$ cat src/rtl/mem_pkg.sv
// Shared definitions for the memory-port arbiter: funct3 codes, response
// encoding and the access legality check used at grant time.
package mem_pkg;

    localparam logic [2:0] F3_B  = 3'b000;
    localparam logic [2:0] F3_H  = 3'b001;
    localparam logic [2:0] F3_W  = 3'b010;
    localparam logic [2:0] F3_BU = 3'b100;
    localparam logic [2:0] F3_HU = 3'b101;

    // What the memory port will hand back on the cycle after a grant.
    typedef enum logic [2:0] {
        RESP_NONE  = 3'd0,
        RESP_FETCH = 3'd1,
        RESP_LOAD  = 3'd2,
        RESP_STORE = 3'd3,
        RESP_ERR   = 3'd4
    } resp_e;

    // True when a data access is misaligned or carries an illegal funct3.
    function automatic logic access_err(input logic       is_store,
                                        input logic [2:0] f3,
                                        input logic [1:0] off);
        logic bad_f3;
        logic misal;
        if (is_store) begin
            bad_f3 = !((f3 == F3_B) || (f3 == F3_H) || (f3 == F3_W));
        end else begin
            bad_f3 = (f3 == 3'b011) || (f3 == 3'b110) || (f3 == 3'b111);
        end
        // f3[1:0]==01 covers h/hu, ==10 covers w.
        misal = ((f3[1:0] == 2'b01) && off[0]) ||
                ((f3[1:0] == 2'b10) && (off != 2'b00));
        return bad_f3 | misal;
    endfunction

endpackage

$ cat src/rtl/load_align.sv
// Shifts the addressed lane of a memory word down to bit 0 and extends it
// according to the load funct3.
module load_align
    import mem_pkg::*;
(
    input  logic [31:0] word_i,
    input  logic [1:0]  off_i,
    input  logic [2:0]  f3_i,
    output logic [31:0] data_o
);

    logic [31:0] shifted;

    // Lane select followed by sign/zero extension.
    always_comb begin
        shifted = word_i >> {off_i, 3'b000};
        data_o  = 32'd0;
        case (f3_i)
            F3_B:    data_o = {{24{shifted[7]}}, shifted[7:0]};
            F3_H:    data_o = {{16{shifted[15]}}, shifted[15:0]};
            F3_W:    data_o = word_i;
            F3_BU:   data_o = {24'd0, shifted[7:0]};
            F3_HU:   data_o = {16'd0, shifted[15:0]};
            default: data_o = 32'd0;
        endcase
    end

endmodule

$ cat src/rtl/mem_port_arbiter.sv
// Shares one pipelined synchronous-read memory port between instruction fetch
// and data access. Data has priority; a starvation counter forces a waiting
// fetch through after STARVE_LIMIT consecutive data grants.
module mem_port_arbiter
    import mem_pkg::*;
#(
    parameter int STARVE_LIMIT = 4,
    parameter int ADDR_W       = 32,
    localparam int CNT_W       = $clog2(STARVE_LIMIT + 1)
) (
    input  logic              clk_i,
    input  logic              rst_i,
    input  logic              if_req_i,
    input  logic [ADDR_W-1:0] if_addr_i,
    output logic              if_gnt_o,
    output logic              if_valid_o,
    output logic [31:0]       if_instr_o,
    input  logic              dm_rd_i,
    input  logic              dm_wr_i,
    input  logic [ADDR_W-1:0] dm_addr_i,
    input  logic [31:0]       dm_wdata_i,
    input  logic [2:0]        dm_funct3_i,
    output logic              dm_gnt_o,
    output logic              dm_done_o,
    output logic [31:0]       dm_rdata_o,
    output logic              dm_err_o,
    output logic              mem_en_o,
    output logic [3:0]        mem_we_o,
    output logic [ADDR_W-3:0] mem_addr_o,
    output logic [31:0]       mem_wdata_o,
    input  logic [31:0]       mem_rdata_i,
    output logic              if_stall_o,
    output logic              dm_stall_o,
    output logic [CNT_W-1:0]  starve_cnt_o,
    output logic [2:0]        resp_o
);

    localparam logic [CNT_W-1:0] LIMIT = CNT_W'(STARVE_LIMIT);

    resp_e            resp_q, resp_d;
    logic [CNT_W-1:0] starve_q, starve_d;
    logic [1:0]       off_q, off_d;
    logic [2:0]       f3_q, f3_d;

    logic        dm_req, is_store, dm_bad, if_win, dm_win;
    logic [1:0]  dm_off;
    logic [3:0]  st_we;
    logic [31:0] st_wdata, ld_data;
    resp_e       resp_live;

    // Fetch address byte-offset bits carry no meaning for a word fetch.
    logic unused_if_off;
    assign unused_if_off = ^if_addr_i[1:0];

    // Arbitration: data first unless the fetch has waited STARVE_LIMIT grants.
    always_comb begin
        dm_req   = dm_rd_i | dm_wr_i;
        is_store = dm_wr_i;
        dm_off   = dm_addr_i[1:0];
        dm_bad   = access_err(is_store, dm_funct3_i, dm_off);
        if_win   = 1'b0;
        dm_win   = 1'b0;
        if (!rst_i) begin
            if (dm_req && if_req_i) begin
                if (starve_q == LIMIT) if_win = 1'b1;
                else                   dm_win = 1'b1;
            end else if (dm_req) begin
                dm_win = 1'b1;
            end else if (if_req_i) begin
                if_win = 1'b1;
            end
        end
    end

    // Store lane steering: replicate the data and enable the addressed bytes.
    always_comb begin
        st_we    = 4'b0000;
        st_wdata = 32'd0;
        case (dm_funct3_i)
            F3_B: begin
                st_we    = 4'b0001 << dm_off;
                st_wdata = {4{dm_wdata_i[7:0]}};
            end
            F3_H: begin
                st_we    = 4'b0011 << dm_off;
                st_wdata = {2{dm_wdata_i[15:0]}};
            end
            F3_W: begin
                st_we    = 4'b1111;
                st_wdata = dm_wdata_i;
            end
            default: ;
        endcase
    end

    // Memory port drive; an erroring data grant performs no access.
    always_comb begin
        if_gnt_o    = if_win;
        dm_gnt_o    = dm_win;
        if_stall_o  = !rst_i && if_req_i && !if_win;
        dm_stall_o  = !rst_i && dm_req && !dm_win;
        mem_en_o    = if_win || (dm_win && !dm_bad);
        mem_we_o    = (dm_win && is_store && !dm_bad) ? st_we : 4'b0000;
        mem_wdata_o = (dm_win && is_store && !dm_bad) ? st_wdata : 32'd0;
        mem_addr_o  = '0;
        if (if_win)      mem_addr_o = if_addr_i[ADDR_W-1:2];
        else if (dm_win) mem_addr_o = dm_addr_i[ADDR_W-1:2];
    end

    // Next response type, load formatting capture and starvation count.
    always_comb begin
        resp_d   = RESP_NONE;
        off_d    = off_q;
        f3_d     = f3_q;
        starve_d = starve_q;
        if (if_win) begin
            resp_d = RESP_FETCH;
        end else if (dm_win) begin
            off_d = dm_off;
            f3_d  = dm_funct3_i;
            if (dm_bad)        resp_d = RESP_ERR;
            else if (is_store) resp_d = RESP_STORE;
            else               resp_d = RESP_LOAD;
        end
        if (!if_req_i || if_win) begin
            starve_d = '0;
        end else if (dm_win && starve_q != LIMIT) begin
            starve_d = starve_q + CNT_W'(1);
        end
    end

    // Response tracker and counter registers.
    always_ff @(posedge clk_i) begin
        if (rst_i) begin
            resp_q   <= RESP_NONE;
            starve_q <= '0;
            off_q    <= 2'b00;
            f3_q     <= 3'b000;
        end else begin
            resp_q   <= resp_d;
            starve_q <= starve_d;
            off_q    <= off_d;
            f3_q     <= f3_d;
        end
    end

    load_align u_load_align (
        .word_i (mem_rdata_i),
        .off_i  (off_q),
        .f3_i   (f3_q),
        .data_o (ld_data)
    );

    // Response outputs; reset masks anything still in flight.
    always_comb begin
        resp_live    = rst_i ? RESP_NONE : resp_q;
        if_valid_o   = (resp_live == RESP_FETCH);
        if_instr_o   = (resp_live == RESP_FETCH) ? mem_rdata_i : 32'd0;
        dm_done_o    = (resp_live == RESP_LOAD) || (resp_live == RESP_STORE) ||
                       (resp_live == RESP_ERR);
        dm_err_o     = (resp_live == RESP_ERR);
        dm_rdata_o   = (resp_live == RESP_LOAD) ? ld_data : 32'd0;
        starve_cnt_o = rst_i ? '0 : starve_q;
        resp_o       = resp_live;
    end

endmodule
$ cat config.mk
export PLATFORM = sky130hd
export DESIGN_NAME = mem_port_arbiter
export DESIGN_NICKNAME = d
export VERILOG_FILES = /design/src/rtl/mem_pkg.sv /design/src/rtl/load_align.sv /design/src/rtl/mem_port_arbiter.sv
export SDC_FILE = /design/constraint.sdc
export NUM_CORES = 1
export LEC_CHECK = 0
export ABC_AREA = 1
export CAP_MARGIN = 20
export CORE_AREA = 2 2 108 110
export CTS_CLUSTER_DIAMETER = 100
export DETAILED_ROUTE_END_ITERATION = 8
export DIE_AREA = 0 0 110 112
export PLACE_DENSITY = 0.75
export SYNTH_ARGS = -nofsm -noshare
export SYNTH_HDL_FRONTEND = slang
export SYNTH_HIERARCHICAL = 1
export SYNTH_SLANG_ARGS = --single-unit
$ cat constraint.sdc
create_clock -name clk_i -period 1.9 [get_ports clk_i]
set_clock_uncertainty 0.2 [all_clocks]
set_input_delay 0.19 -clock clk_i [delete_from_list [all_inputs] [get_ports clk_i]]
set_output_delay 0.19 -clock clk_i [all_outputs]
set_load 0.02 [all_outputs]
==> flow_metrics.py <==
metrics = {
    "worst_setup_path": {
        "path_class": "reg2out",
        "critPathArrivalTime_ns": 1.85,
        "start_kind": "flop",
        "cp_cell_sequence": "inv_2 -> ha_4 -> nand2_2 -> inv_2 -> nand2_4 -> nand2_4 -> nor2_4 -> nand2_4 -> buf_12 -> clkbuf_16 -> a21oi_2 -> buf_4",
        "rr_worst_depth": 13,
        "critPathMaxStageDelay_ns": 0.34,
        "cp.required_ns": 1.51,
        "critPathMaxFanout": 5,
        "path_common_cell": "nand2_4",
        "cp_slowest_cell": "dfxtp_2",
        "critical_path.endpoint_type": "output pin",
    },
    "synthesis": {
        "yosys-top-cells-count": "nand2_1 (243), nor2_1 (137), inv_1 (123)",
        "synth_nets": 814,
        "yosysSeqAreaShare": 0.0688,
        "yosysMostFrequentCell": "nand2_1",
        "synth_edf_count": 0,
        "synth_top_area_frac": 0.285,
        "ys_async_sr_fraction": 0,
        "ys_warn_count": 6,
        "yosys_most_used_dff": "dfxtp_1",
        "avgSynthCellArea_um2": 4.73,
        "synthCells": 676,
        "synth-seq-cells": 11,
        "ys_types": 28,
        "yosysTopAreaCell": "nand2_1",
        "synth.area.top_cells": "nand2_1 (28%), nor2_1 (16%), inv_1 (14%)",
        "synthesis.area_um2": 3200,
    },
    "placed_design": {
        "globalplace.congestion": 0.867,
        "dpl.hpwl_um": 12500,
        "pre_cts_ws_ns": -0.693,
        "placed_cells": 1170,
        "numPortBuffers": 277,
        "dpl_cell_area_um2": 6790,
    },
    "sta": {
        "fin_ws_ns": -0.341,
        "setup_violations": 101,
        "relSlewSlack": 0.708,
        "rsz0062_at_grt": "yes",
        "finalSetupTns_ns": -21.60,
        "worstMarginPinSlew_ns": 0.433,
        "fin_crit_ns": 2.24,
        "period_share": 1.18,
        "max_freq_ghz": 0.446,
        "hold_violations": 0,
        "slew_violations": 0,
    },
    "floorplan": {
        "die_h_um": 112,
        "die_area_um2": 12300,
        "die_w_um": 110,
        "start_util": 0.286,
        "coreArea_um2": 11200,
        "ios": 280,
        "row_count": 39,
    },
    "clock_tree": {
        "clk_latency_ns": 0.24,
        "cts_tree": "done",
        "cts_sinks": 11,
        "clk_path_buf_depth": 2,
        "h-tree-depth": 1,
        "hold_buffers": 0,
        "cts_inserted_buffers": 3,
        "cts_root_buffer": "clkbuf_16",
        "cts.clk_slew.worst_paths_ns": 0.05,
    },
    "layout": {
        "multiInputGateArea_um2": 3160,
        "seq_area_um2": 238,
        "syn_to_final_growth_pct": 165,
        "fin_cells": 1223,
        "final_util": 0.758,
        "drive_above_1_share": 0.481,
        "fin_nets": 1218,
        "fin_area_um2": 8480,
        "num-fill-cells": 741,
    },
    "run_status": {
        "status": "finished, violations left",
        "failed_checks": "setup timing",
    },
    "routing": {
        "vias_per_cell": 4.86,
        "antenna_left": 0,
        "drc": 0,
        "drt_first_pass_iters": 5,
        "wl_um": 21400,
        "drtIter0Drc": 435,
        "num_vias": 5944,
        "wl_per_cell_um": 17.5,
    },
    "pwr": {
        "power.share.clock": 0.148,
        "swShare": 0.431,
        "power.switching_mw": 1.15,
        "power_density_nw_per_um2": 315,
        "combPwrFrac": 0.751,
        "ir_worst_vdd_uv": 284,
        "power_frac_seq": 0.101,
        "cellInternalPower_mw": 1.52,
        "leakage_nw": 4.61,
    },
    "global_routing": {
        "grt.total_usage": 0.299,
        "grt-ovfl-total": 0,
        "grt_pass1_vias": 5833,
        "grt_max_degree": 34,
        "grt_pass1_wl_um": 28600,
        "antenna_found_initial": 1,
    },
    "flow_run": {
        "maxCapViolCount": 0,
    },
    "min_path": {
        "hp-class": "reg2reg",
        "holdPathStages": 2,
    },
}
## sequential cells by signal, indices dropped and copies added (netlist names)
name / cells
starve_q: 3
f3_q: 3
resp_q: 3
off_q: 2
## cells in the final DEF, fill, tap and decap left out, drive strengths merged
master         Yosys  routed
buf               31     254
nand2            249     251
nor2             154     154
inv              130     129
clkdlybuf4s50      0     124
nand3             53      53
clkbuf             2      38
o21ai             24      24
a21oi             14      14
dlygate4sd2        0      13
dfxtp             11      11
dlymetal6s2s       0       4
nor3               4       4
clkinv             0       2
ha                 2       2
diode              0       1
a21o               1       1
xnor2              1       1
## final timing paths
check               from     endpoint  slack [ns]
min reg2reg      f3_q[0]      f3_q[0]        0.32
max          starve_q[0]  mem_we_o[2]       -0.34
max reg2reg  starve_q[0]     off_q[0]        0.01
min              f3_q[0]      f3_q[0]        0.32
## area by class of cell
type / instances / share of cell area
timing repair buffer: 430 / 0.508
tap: 143 / 0.0211
sequential: 11 / 0.0280
multi-input combinational: 504 / 0.373
antenna: 1 / 0.000295
inverter: 130 / 0.0605
clock inverter: 1 / 0.000590
clock buffer: 3 / 0.00886
## per-stage QoR
stage | hold WS [ns] | power (mW)
finish | 0.321 | 2.67
global route | 0.347 | 2.81
CTS | 0.320 | 2.31
detailed placement | 0.322 | 1.70
global placement | 0.294 | 1.69
floorplan | 0.101 | 0.943
## power groups by stage
stage	combinational (mW)	sequential, mW	clock (mW)
floorplan	0.680	0.262	0
global placement	1.42	0.267	0
detailed placement	1.43	0.268	0
CTS	1.65	0.270	0.381
global route	2.12	0.271	0.414
finish	2.01	0.269	0.397
## repair_timing
item | CTS | global route
endpoints found under the setup margin | 144 | 143
pin swaps | 52 | 76
setup buffers | 16 | 19
gates cloned | 11 | 7
resized for setup | 793 | 239
## per-layer routing
layer / vias up / GRT usage / share of wire / wire length [µm]
li1: 2785 / - / - / -
met5: - / 0 / 0 / 0
met2: 373 / 0.571 / 0.52 / 11100
met4: 0 / 0.158 / 0.067 / 1430
met3: 111 / 0.0773 / 0.096 / 2050
met1: 2675 / 0.283 / 0.32 / 6810
## critical path: cells and delay by family (launching register included)
family | cells | cell delay (ns)
adder cells (fa/ha/maj) | 1 | 0.15
AO/OA/AOI/OAI | 1 | 0.10
flip-flops | 1 | 0.34
AND/OR/NAND/NOR | 5 | 0.43
buffers and inverters | 5 | 0.57
## kinds of logic (layout without fill, tap and decap cells)
group | Yosys count | count (layout) | share of synthesized area
AND/OR/NAND/NOR | 460 | 462 | 0.624
buffers and inverters | 163 | 564 | 0.229
AO/OA/AOI/OAI | 39 | 39 | 0.0676
flip-flops | 11 | 11 | 0.0688
adder cells (fa/ha/maj) | 2 | 2 | 0.00782
XOR/XNOR | 1 | 1 | 0.00274
other | 0 | 1 | 0
(Power assumes the default switching activity.)
